==> src/rtl/tp_ram_pkg.sv <==
// Shared types and constants for the RAM read streamer.
// Holds the sequencer state encoding and the default RAM latency.
package tp_ram_pkg;

  typedef enum logic [1:0] {
    IDLE  = 2'd0,
    RUN   = 2'd1,
    DRAIN = 2'd2
  } rd_state_t;

  localparam int TP_RD_LAT_DEF = 2;

endpackage

==> src/rtl/rd_skid_fifo.sv <==
// Small shift-register skid FIFO with a registered head entry.
// Absorbs read data returning from the RAM while the consumer stalls.
module rd_skid_fifo #(
  parameter int W = 16,
  parameter int D = 4,
  localparam int CW = $clog2(D + 1)
) (
  input  logic          clk,
  input  logic          rst_n,
  input  logic          flush,
  input  logic          push,
  input  logic [W-1:0]  wdata,
  input  logic          pop,
  output logic [W-1:0]  rdata,
  output logic          valid,
  output logic [CW-1:0] count
);

  logic [W-1:0]  mem [D];
  logic [CW-1:0] cnt;
  logic          pop_en;
  logic [CW-1:0] widx;

  assign pop_en = pop && (cnt != '0);
  assign widx   = pop_en ? cnt - CW'(1) : cnt;
  assign rdata  = mem[0];
  assign valid  = (cnt != '0);
  assign count  = cnt;

  // Occupancy: simultaneous push and pop leave it unchanged
  always_ff @(posedge clk or negedge rst_n) begin
    if (!rst_n) begin
      cnt <= '0;
    end else if (flush) begin
      cnt <= '0;
    end else begin
      cnt <= cnt + CW'(push) - CW'(pop_en);
    end
  end

  // Storage: entries shift toward the head on pop, push lands behind the last
  always_ff @(posedge clk) begin
    if (pop_en) begin
      for (int i = 0; i < D - 1; i++) begin
        mem[i] <= mem[i+1];
      end
    end
    for (int i = 0; i < D; i++) begin
      if (push && !flush && widx == CW'(i)) begin
        mem[i] <= wdata;
      end
    end
  end

endmodule

==> src/rtl/tp_ram_rd_stream.sv <==
// Burst reader: streams len words from a latency-LAT RAM into a ready/valid port.
// Optional feature macro: TP_RD_STREAM_LAST_EN adds out_last on the final beat.
module tp_ram_rd_stream
  import tp_ram_pkg::*;
#(
  parameter int AW  = 8,
  parameter int DW  = 16,
  parameter int LAT = TP_RD_LAT_DEF
) (
  input  logic          clk,
  input  logic          rst_n,
  input  logic          start,
  input  logic [AW-1:0] base,
  input  logic [AW:0]   len,
  input  logic          abort,
  output logic          busy,
  output logic          done,
  output logic [AW-1:0] ram_radr,
  input  logic [DW-1:0] ram_rdat,
  output logic          out_valid,
  input  logic          out_ready,
`ifdef TP_RD_STREAM_LAST_EN
  output logic          out_last,
`endif
  output logic [DW-1:0] out_data
);

  localparam int DEPTH = LAT + 2;
  localparam int CW    = $clog2(DEPTH + 1);
`ifdef TP_RD_STREAM_LAST_EN
  localparam int FW    = DW + 1;
`else
  localparam int FW    = DW;
`endif

  rd_state_t     state;
  logic [AW-1:0] addr;
  logic [AW:0]   rem;
  logic [LAT-1:0] vpipe;
  logic          done_z;
  logic [7:0]    inflight;
  logic [CW-1:0] fifo_cnt;
  logic          issue;
  logic          drained;
  logic          is_last;
  logic [FW-1:0] push_data;
  logic [FW-1:0] head;
`ifdef TP_RD_STREAM_LAST_EN
  logic [LAT-1:0] lpipe;
`endif

  // Reads currently travelling through the RAM
  always_comb begin
    inflight = '0;
    for (int i = 0; i < LAT; i++) begin
      inflight = inflight + 8'(vpipe[i]);
    end
  end

  assign issue   = (state == RUN) && !abort &&
                   ((inflight + 8'(fifo_cnt)) < 8'(DEPTH));
  assign is_last = issue && (rem == (AW+1)'(1));
  assign drained = (inflight == '0) && (fifo_cnt == '0);
  assign busy    = (state != IDLE);
  assign done    = done_z || ((state == DRAIN) && drained);
  assign ram_radr = addr;

  // Sequencer: burst bookkeeping, read issue and the in-flight valid pipe
  always_ff @(posedge clk or negedge rst_n) begin
    if (!rst_n) begin
      state  <= IDLE;
      addr   <= '0;
      rem    <= '0;
      vpipe  <= '0;
      done_z <= 1'b0;
`ifdef TP_RD_STREAM_LAST_EN
      lpipe  <= '0;
`endif
    end else if (abort) begin
      state  <= IDLE;
      vpipe  <= '0;
      done_z <= 1'b0;
`ifdef TP_RD_STREAM_LAST_EN
      lpipe  <= '0;
`endif
    end else begin
      done_z <= 1'b0;
      vpipe  <= LAT'({vpipe, issue});
`ifdef TP_RD_STREAM_LAST_EN
      lpipe  <= LAT'({lpipe, is_last});
`endif
      unique case (state)
        IDLE: begin
          if (start) begin
            if (len == '0) begin
              done_z <= 1'b1;
            end else begin
              addr  <= base;
              rem   <= len;
              state <= RUN;
            end
          end
        end
        RUN: begin
          if (issue) begin
            addr <= addr + AW'(1);
            rem  <= rem - (AW+1)'(1);
            if (is_last) state <= DRAIN;
          end
        end
        DRAIN: begin
          if (drained) state <= IDLE;
        end
        default: state <= IDLE;
      endcase
    end
  end

`ifdef TP_RD_STREAM_LAST_EN
  assign push_data = {lpipe[LAT-1], ram_rdat};
  assign out_last  = head[DW];
`else
  assign push_data = ram_rdat;
`endif
  assign out_data = head[DW-1:0];

  rd_skid_fifo #(
    .W (FW),
    .D (DEPTH)
  ) u_fifo (
    .clk   (clk),
    .rst_n (rst_n),
    .flush (abort),
    .push  (vpipe[LAT-1]),
    .wdata (push_data),
    .pop   (out_ready),
    .rdata (head),
    .valid (out_valid),
    .count (fifo_cnt)
  );

endmodule

==> config.mk <==
export PLATFORM = sky130hd
export DESIGN_NAME = tp_ram_rd_stream
export DESIGN_NICKNAME = d
export VERILOG_FILES = /design/src/rtl/tp_ram_pkg.sv /design/src/rtl/rd_skid_fifo.sv /design/src/rtl/tp_ram_rd_stream.sv
export SDC_FILE = /design/constraint.sdc
export NUM_CORES = 1
export LEC_CHECK = 0
export ABC_AREA = 1
export BUFFER_PORTS_ARGS = -buffer_cell sky130_fd_sc_hd__buf_2
export CAP_MARGIN = 10
export CORE_MARGIN = 2
export CORE_UTILIZATION = 41
export DETAILED_ROUTE_END_ITERATION = 16
export PLACE_DENSITY_LB_ADDON = 0.12
export SYNTH_ARGS = -nofsm -noshare
export SYNTH_HDL_FRONTEND = slang
export SYNTH_SLANG_ARGS = --single-unit
==> constraint.sdc <==
create_clock -name clk -period 3.1 [get_ports clk]
set_input_delay 0.465 -clock clk [delete_from_list [all_inputs] [get_ports clk]]
set_output_delay 0.465 -clock clk [all_outputs]
set_load 0.01 [all_outputs]
==> After elaboration in Yosys (flattened, before gate mapping) <==
Memories as Yosys holds them, arrays and structs flattened.
Index checks and enable logic that the tools add are counted.
{ "totals": {"inputBits": 38, "output_inout_bits": 27, "memories": 1, "elab_cells": 91, "ramBits": 64, "regBits": 25} }
{ "op_classes": {"mux": 35, "n_addsub": 7, "n_lt_le_gt_ge": 1, "bitwise": 4, "eq_ne": 14, "reduce_logical": 23} }
{ "memory_table": {"columns": ["name", "depth", "word_bits", "read_ports", "rd_clocked_by_memory_dff", "write_ports", "line", "text"], "rows": [
  ["u_fifo.mem", 4, 16, 4, 0, 4, "rd_skid_fifo.sv:19", "logic [W-1:0] mem [D];"]
]} }
{ "ops": {"columns": ["op", "count"], "rows": [
  ["2-to-1 mux 16 bit", 3],
  ["2-to-1 mux 9 bit", 3],
  ["2-to-1 mux 8 bit", 3],
  ["case mux 9 bit (2 select lines)", 1],
  ["case mux 8 bit (2 select lines)", 1],
  ["inequality test 3 bit, second input constant", 5],
  ["2-to-1 mux 1 bit", 14],
  ["2-to-1 mux 2 bit", 7],
  ["logical AND 1 bit", 11],
  ["AND reduction 5 bit", 2],
  ["== test 9 x 1 -> 1 bit, second input constant", 1],
  ["logical NOT 9 bit", 1],
  ["subtractor 9 x 1 -> 9 bit, second input constant", 1],
  ["adder 8 x 1 -> 8 bit, second input constant", 1],
  ["logical NOT 8 bit", 1],
  ["== test 3 x 2 -> 1 bit, second input constant", 2],
  ["logical NOT 3 bit", 2],
  ["2-to-1 mux 3 bit", 2],
  ["inequality test 2 bit, second input constant", 3],
  ["case mux 2 bit (3 select lines)", 1],
  ["adder 2 x 3 -> 4 bit", 1],
  ["< comparator 4 x 3 -> 1 bit, second input constant", 1],
  ["nonzero test 2 bit", 2],
  ["adder 3 x 1 -> 3 bit", 1],
  ["12 further kinds", 14]
]} }

==> Depth between registers and ports, before layout <==
Gate-level depths: netlist of the first run.
{ "logic_depth": {"word_depth": 9, "depth_mapped": 12, "depth_no_buf": 12} }

==> Modules after synthesis <==
Synthesis of the first run repeated with hierarchy kept, for this count alone.
{ "hier_totals": {"hier_cells": 499, "hier_area_um2": 4601.9} }
{ "modules_own_cells": {"columns": ["mod", "cells_per_inst", "area_each_um2", "n_inst", "seq_area_each_um2"], "rows": [
  ["rd_skid_fifo", 268, 2981.6, 1, 1996.9],
  ["tp_ram_rd_stream", 231, 1620.3, 1, 550.5]
]} }

==> Worst setup path after synthesis of the first run <==
No wires, ideal clock.
{ "synth_timing": {"path_type": "reg2reg", "from": "reg u_fifo.cnt[1] (netlist: u_fifo.count[1])", "to": "mem u_fifo.mem[3][0] (enable)", "n_path_buf": 1, "path_slack_ns": 0.137, "stages_incl_launch_ff": 11, "arrival_ns": 2.575, "required_ns": 2.712, "setup_ns": 0.388, "period_less_slack_ns": 2.963, "path_cell_list": "dfrtp_1 -> inv_1 -> ha_1 -> nand2_4 -> nand2_4 -> clkinv_4 -> ha_1 -> nor2_2 -> buf_2 -> nand2_1 -> nor2_1"} }
{ "synth_rtl": {"columns": ["element", "line", "text"], "rows": [
  ["start: declaration", "rd_skid_fifo.sv:20", "logic [CW-1:0] cnt;"],
  ["start signal: assignment", "rd_skid_fifo.sv:37", "cnt <= cnt + CW'(push) - CW'(pop_en);"],
  ["end: declaration", "rd_skid_fifo.sv:19", null]
]} }

==> flow_summary_export.csv, run 1 <==
group,metric,value,unit
detailed_routing,vias_per_cell,5.00,
sta,tns,0,ps
min_path,hp-class,"in2async",
setup_path,slowest_delay,460,ps
detailed_routing,post-route-drc-count,0,
detailed_routing,vias,3591,
layout,final_util,48.2,%
grt,antenna_found_initial,0,
setup_path,timing.rr.end,"u_fifo.mem[2][7]$_DFFE_PP_",
detailed_routing,drt-met1-wl,4610,um
setup_path,cp-end-kind,"register",
clock_tree,ctsResizeCount,0,
setup_path,critPathKind,"reg2reg",
sta,finClkSkew,13.6,ps
detailed_routing,top_layer,"met4",
clock_tree,clock_path_buffers,2,
setup_path,cp-start-kind,"register",
detailed_routing,wire_per_inst,13.6,um
pwr,total_leakage_power,2.43,nW
setup_path,crit_family,"simple AND/OR/NAND/NOR gates",
grt,track_usage,17.3,%
die,start_util,42.0,%
die,coreArea,10900,sq um
sta,rsz0062_at_grt,"no",
sta,finalCriticalPeriod,2640,ps
yosys,netlist.area_leader.share,42.0,%
grt,grt_pass1_vias,3344,
sta,clock.fmax,379,MHz
layout,mostFrequentLayoutCells,"nand2_1 (195), buf_2 (64), edfxtp_1 (64)",
detailed_routing,met2_length,4760,um
grt,grt_max_degree,32,
yosys,synth_area,4580,sq um
clock_tree,clock-root-buffer,"clkbuf_8",
yosys,ys_types,30,
setup_path,worstPathMaxFanout,17,
clock_tree,cts_tree,"done",
clock_tree,cts_sinks,89,
yosys,syn_inst,504,
layout,nNetsFinal,622,
setup_path,critPathArrivalTime,2680,ps
detailed_routing,met3_length,364,um
die,dieArea,12000,sq um
yosys,synth_area_leaders,"edfxtp_1 (42%), nand2_1 (16%), dfrtp_1 (14%)",
placement,place_hpwl,6840,um
layout,diodes,0,
die,rows,38,
yosys,ys_seq_area_share,55.7,%
detailed_routing,drt_first_pass_iters,4,
yosys,syn-num-nets,553,
clock_tree,cts_max_level,3,
yosys,synth_top_area_cell,"edfxtp_1",
clock_tree,insertion_delay,350,ps
setup_path,reg2regPathDepth,11,
setup_path,required,3140,ps
setup_path,cp_num_buf_inv,4,
sta,period_share,85.2,%
detailed_routing,totalWireLength,9790,um
setup_path,r2r-start,"u_fifo.count[1]$_DFF_PN0_",
clock_tree,cts_buffers,9,
die,top_level_ports,65,
grt,grt-ovfl-total,0,
yosys,ys_seq_elements,89,
die,fp.dieH,110,um
outcome,status,"complete, no violations",
placement,gp_congestion,0.829,
yosys,yosysWarnings,0,
layout,drive_above_1_share,19.2,%
die,die_w,110,um
layout,area_growth,14.7,%
setup_path,worstPathCellList,"inv_1 -> ha_1 -> nand2_4 -> nand2_4 -> clkinv_4 -> ha_1 -> inv_1 -> nor2_2 -> nand3_4 -> nand2_1 -> buf_4",
setup_path,rrSetupSlack,460,ps
sta,slew_violations,0,
yosys,synth.avg_cell_area,9.08,sq um
detailed_routing,drt_iter0_drc,171,
flow_run,max_cap_violations,0,
clock_tree,holdBufCountCts,0,
sta,setup_violations,0,
clock_tree,path_clk_slew,100,ps
detailed_routing,final_antenna_net_count,0,
placement,portBuffers,64,
layout,final_common_cell,"nand2_1",
pwr,vdd_ir_drop_max,0.273,mV
sta,worst_pin_slew,596,ps
setup_path,slowest_stage,"dfrtp_1",
grt,grt_first_pass_wirelength,16300,um
sta,final_hold_viol_count,0,
sta,relSlewSlack,60.3,%
clock_tree,post_cts_buffers,0,
pwr,p_per_area,816,nW/um^2
flip-flops by register name, indices dropped and copies added, names as in the netlist:
signal	cells
done_z	1
state	2
ram_radr	8
rem	9
u_fifo.count	3
vpipe	2
u_fifo.mem	64
worst register-to-register path, stage by stage, from the launching register on:
cell and delay [ps]:
dfrtp_1 460, inv_1 120, ha_1 220, nand2_4 70, nand2_4 120, clkinv_4 80, ha_1 300, inv_1 70
nor2_2 270, nand3_4 230, nand2_1 120, buf_4 250
worst max-delay path by stage:
stage | start | end | slack [ps] | cells after the start
floorplan | u_fifo.count[1]$_DFF_PN0_ | u_fifo.mem[3][0]$_DFFE_PP_ | 140 | 10
global placement | u_fifo.count[1]$_DFF_PN0_ | u_fifo.mem[0][6]$_DFFE_PP_ | 530 | 11
detailed placement | u_fifo.count[1]$_DFF_PN0_ | u_fifo.mem[0][9]$_DFFE_PP_ | 440 | 11
CTS | u_fifo.count[1]$_DFF_PN0_ | u_fifo.mem[0][12]$_DFFE_PP_ | 420 | 11
global route | u_fifo.count[1]$_DFF_PN0_ | u_fifo.mem[0][11]$_DFFE_PP_ | 210 | 11
finish | u_fifo.count[1]$_DFF_PN0_ | u_fifo.mem[2][7]$_DFFE_PP_ | 460 | 11
kinds of logic (layout without fill, tap and decap cells):
group	after synthesis	count (layout)	share of synthesized area, %
adders and majority gates	11	11	3.17
and+or+nand+nor	318	318	31.4
xor gates and xnor gates	2	2	0.383
AOI/OAI and AO/OA	24	24	2.98
buffers and inverters	60	134	6.40
DFF	89	89	55.7
per-layer routing:
metal | vias up | GRT usage (%)
met4 | 0 | 5.15
met2 | 85 | 28.9
met5 | - | 0
met3 | 4 | 2.55
met1 | 1671 | 23.4
li1 | 1831 | -
layout make-up:
cell class	count	area [sq um]
clock inverters	7	76.3
flip-flops and latches	89	2550
repair buffers	80	440
well taps	140	175
clock buffers	9	124
inverters	38	148
fillers	1049	5640
multi-input cells	355	1740
per-stage QoR:
step | worst slack, ps | hold slack, ps | cell area [sq um] | power [mW] | cells
2_1_floorplan | 137 | 169 | 4580 | 3.03 | 504
3_3_place_gp | 533 | 492 | 5050 | 3.48 | 702
3_5_place_dp | 436 | 494 | 5050 | 3.50 | 702
4_1_cts | 422 | 117 | 5250 | 4.32 | 718
5_1_grt | 207 | 135 | 5250 | 4.60 | 718
6_report | 458 | 107 | 5250 | 4.28 | 718
where the power goes:
part	total, mW	switching [mW]	internal [mW]
registers	1.83	0.174	1.66
clock network	0.819	0.440	0.379
logic	1.63	1.13	0.503
cell usage after synthesis:
cell      count
a21oi_1       2
buf_1         1
buf_2        14
buf_4         1
buf_6         4
buf_8         1
clkbuf_1      1
clkinv_4      1
dfrtp_1      25
edfxtp_1     64
fa_1          1
ha_1         10
inv_1        36
inv_2         1
nand2_1     195
nand2_2       2
nand2_4       3
nand3_1      26
nand3_2       1
nand3_4       3
nand4_1      50
nor2_1       32
nor2_2        2
nor3_1        3
o21ai_0      19
o21ai_4       1
o21bai_1      2
or2_2         1
xnor2_1       1
xor2_1        1
No activity file was read; power rests on OpenSTA's default activity.
==> run 2, diff against run 1 <==
--- a/config.mk
+++ b/config.mk
@@ -6,11 +6,11 @@
 export NUM_CORES = 1
 export LEC_CHECK = 0
 export ABC_AREA = 1
-export BUFFER_PORTS_ARGS = -buffer_cell sky130_fd_sc_hd__buf_2
 export CAP_MARGIN = 10
 export CORE_MARGIN = 2
 export CORE_UTILIZATION = 41
 export DETAILED_ROUTE_END_ITERATION = 16
+export DONT_BUFFER_PORTS = 1
 export PLACE_DENSITY_LB_ADDON = 0.12
 export SYNTH_ARGS = -nofsm -noshare
 export SYNTH_HDL_FRONTEND = slang
==> run 2 against run 1 <==
- die area unchanged
- largest cell class unchanged
- utilization down 2.8 points
- count of clock-buffer cells in the layout unchanged
- combinational power down 13%
- flip-flop and latch count unchanged
- non-clock buffer count down 63
==> flow_summary_export.csv, run 2 (synthesis results as in run 1) <==
group,metric,value,unit
setup_path,cp-start-kind,"register",
clock_tree,cts_tree,"done",
grt,grt_pass1_vias,3245,
clock_tree,clock-root-buffer,"clkbuf_8",
layout,mostFrequentLayoutCells,"nand2_1 (195), edfxtp_1 (64), nand4_1 (50)",
clock_tree,insertion_delay,360,ps
layout,fill_cells,1037,
flow_run,max_cap_violations,0,
setup_path,critPathKind,"reg2reg",
pwr,power.share.sequential,46.2,%
grt,track_usage,17.7,%
detailed_routing,vias,3357,
grt,grt-ovfl-total,0,
placement,gp_congestion,0.780,
layout,largest_reg_flops,64,
clock_tree,ctsResizeCount,0,
die,fp.dieH,110,um
sta,clock.fmax,372,MHz
detailed_routing,post-route-drc-count,0,
setup_path,required,3150,ps
pwr,power_frac_clock,19.6,%
clock_tree,clock_path_buffers,2,
grt,grt_first_pass_wirelength,16500,um
layout,diodes,0,
min_path,min_from,"abort",
detailed_routing,vias_per_cell,5.13,
detailed_routing,totalWireLength,9940,um
sta,setup_violations,0,
detailed_routing,drt_first_pass_iters,4,
clock_tree,cts_sinks,89,
pwr,p_comb_share,34.1,%
sta,final_hold_viol_count,0,
setup_path,slowest_delay,460,ps
pwr,power.switching,1.70,mW
setup_path,critPathArrivalTime,2740,ps
sta,rsz0062_at_grt,"no",
die,die_w,110,um
placement,dpl-instance-area,4720,sq um
sta,relSlewSlack,63.6,%
setup_path,crit_family,"simple AND/OR/NAND/NOR gates",
clock_tree,cts_buffers,9,
sta,worst_pin_slew,544,ps
layout,area_growth,7.96,%
layout,seq_area,2550,sq um
layout,nNetsFinal,559,
setup_path,slowest_stage,"dfrtp_1",
layout,top_register,"u_fifo.mem",
pwr,vdd_ir_drop_max,0.307,mV
sta,finClkSkew,20.5,ps
sta,slew_violations,0,
setup_path,cp_num_buf_inv,4,
die,start_util,42.0,%
grt,antenna_found_initial,0,
sta,tns,0,ps
pwr,p_int,2.44,mW
detailed_routing,drt_iter0_drc,197,
pwr,p_per_area,837,nW/um^2
die,dieArea,12000,sq um
grt,grt_max_degree,33,
setup_path,worstPathMaxFanout,17,
setup_path,worstPathCellList,"inv_1 -> ha_1 -> nand2_4 -> nand2_4 -> clkinv_4 -> ha_1 -> inv_1 -> nor2_2 -> nand3_4 -> nand2_1 -> buf_4",
setup_path,r2r-start,"u_fifo.count[1]$_DFF_PN0_",
clock_tree,cts_max_level,3,
pwr,total_leakage_power,2.18,nW
min_path,hp-class,"in2reg",
detailed_routing,wire_per_inst,15.2,um
clock_tree,holdBufCountCts,2,
clock_tree,path_clk_slew,90,ps
die,rows,38,
sta,finalCriticalPeriod,2690,ps
placement,portBuffers,0,
detailed_routing,final_antenna_net_count,0,
outcome,status,"complete, no violations",
die,coreArea,10900,sq um
layout,drive_above_1_share,8.75,%
layout,multi_input_area,1740,sq um
setup_path,critPathLaunch,"u_fifo.count[1]$_DFF_PN0_",
setup_path,rrSetupSlack,410,ps
sta,period_share,86.8,%
setup_path,cp-end-kind,"register",
placement,place_hpwl,6610,um
layout,final_common_cell,"nand2_1",
die,top_level_ports,65,
pwr,sw_frac_of_total,41.1,%
layout,final_cell_area,4940,sq um
clock_tree,post_cts_buffers,0,
==> run 2: path summary, 6_finish.rpt <==
check | to | cells after the start
max | u_fifo.mem[0][9]$_DFFE_PP_ | 11
min in group asynchronous | rem[5]$_DFFE_PN0P_ | 2
min reg2reg | u_fifo.mem[1][11]$_DFFE_PP_ | 2
max reg2reg | u_fifo.mem[0][9]$_DFFE_PP_ | 11
min | u_fifo.count[2]$_DFF_PN0_ | 1
max in group asynchronous | ram_radr[3]$_DFFE_PN0P_ | 2
==> run 2: worst register-to-register path, delay by kind of cell (launching register included) <==
family | cells | cell delay [ps]
fa+ha+maj | 2 | 530
buf+inv | 4 | 520
flops | 1 | 460
simple gates | 5 | 850
==> run 2: metal layers <==
metal | vias to the layer above | share of wire [%] | GRT usage [%]
met1 | 1578 | 47 | 24.0
li1 | 1703 | - | -
met2 | 69 | 47 | 29.1
met4 | 0 | 0.74 | 3.80
met5 | - | 0 | 0
met3 | 7 | 4.9 | 4.27
==> run 2: stage by stage <==
step	hold slack (ps)	instances	setup WS, ps	util [%]	power (mW)
5_1_grt	141	654	215	45.4	4.44
3_5_place_dp	171	637	433	43.3	3.35
4_1_cts	150	654	410	45.4	4.16
3_3_place_gp	171	637	492	43.3	3.32
6_report	165	654	409	45.4	4.13
2_1_floorplan	169	504	137	-	3.03
==> run 2: area by class of cell <==
| cell class | instances | share of cell area, % |
|---|---|---|
| Sequential cell | 89 | 51.6 |
| Multi-Input combinational cell | 355 | 35.1 |
| Tap cell | 140 | 3.55 |
| Inverter | 38 | 2.99 |
| Timing Repair Buffer | 17 | 2.89 |
| Clock buffer | 9 | 2.51 |
| Clock inverter | 6 | 1.37 |
==> run 2: power groups by stage <==
stage	Sequential, mW	Clock (mW)	Combinational, mW
after floorplan	1.89	0	1.15
after global placement	1.93	0	1.39
after detailed placement	1.94	0	1.40
after CTS	1.91	0.827	1.42
after global routing	1.96	0.872	1.61
final	1.91	0.812	1.41
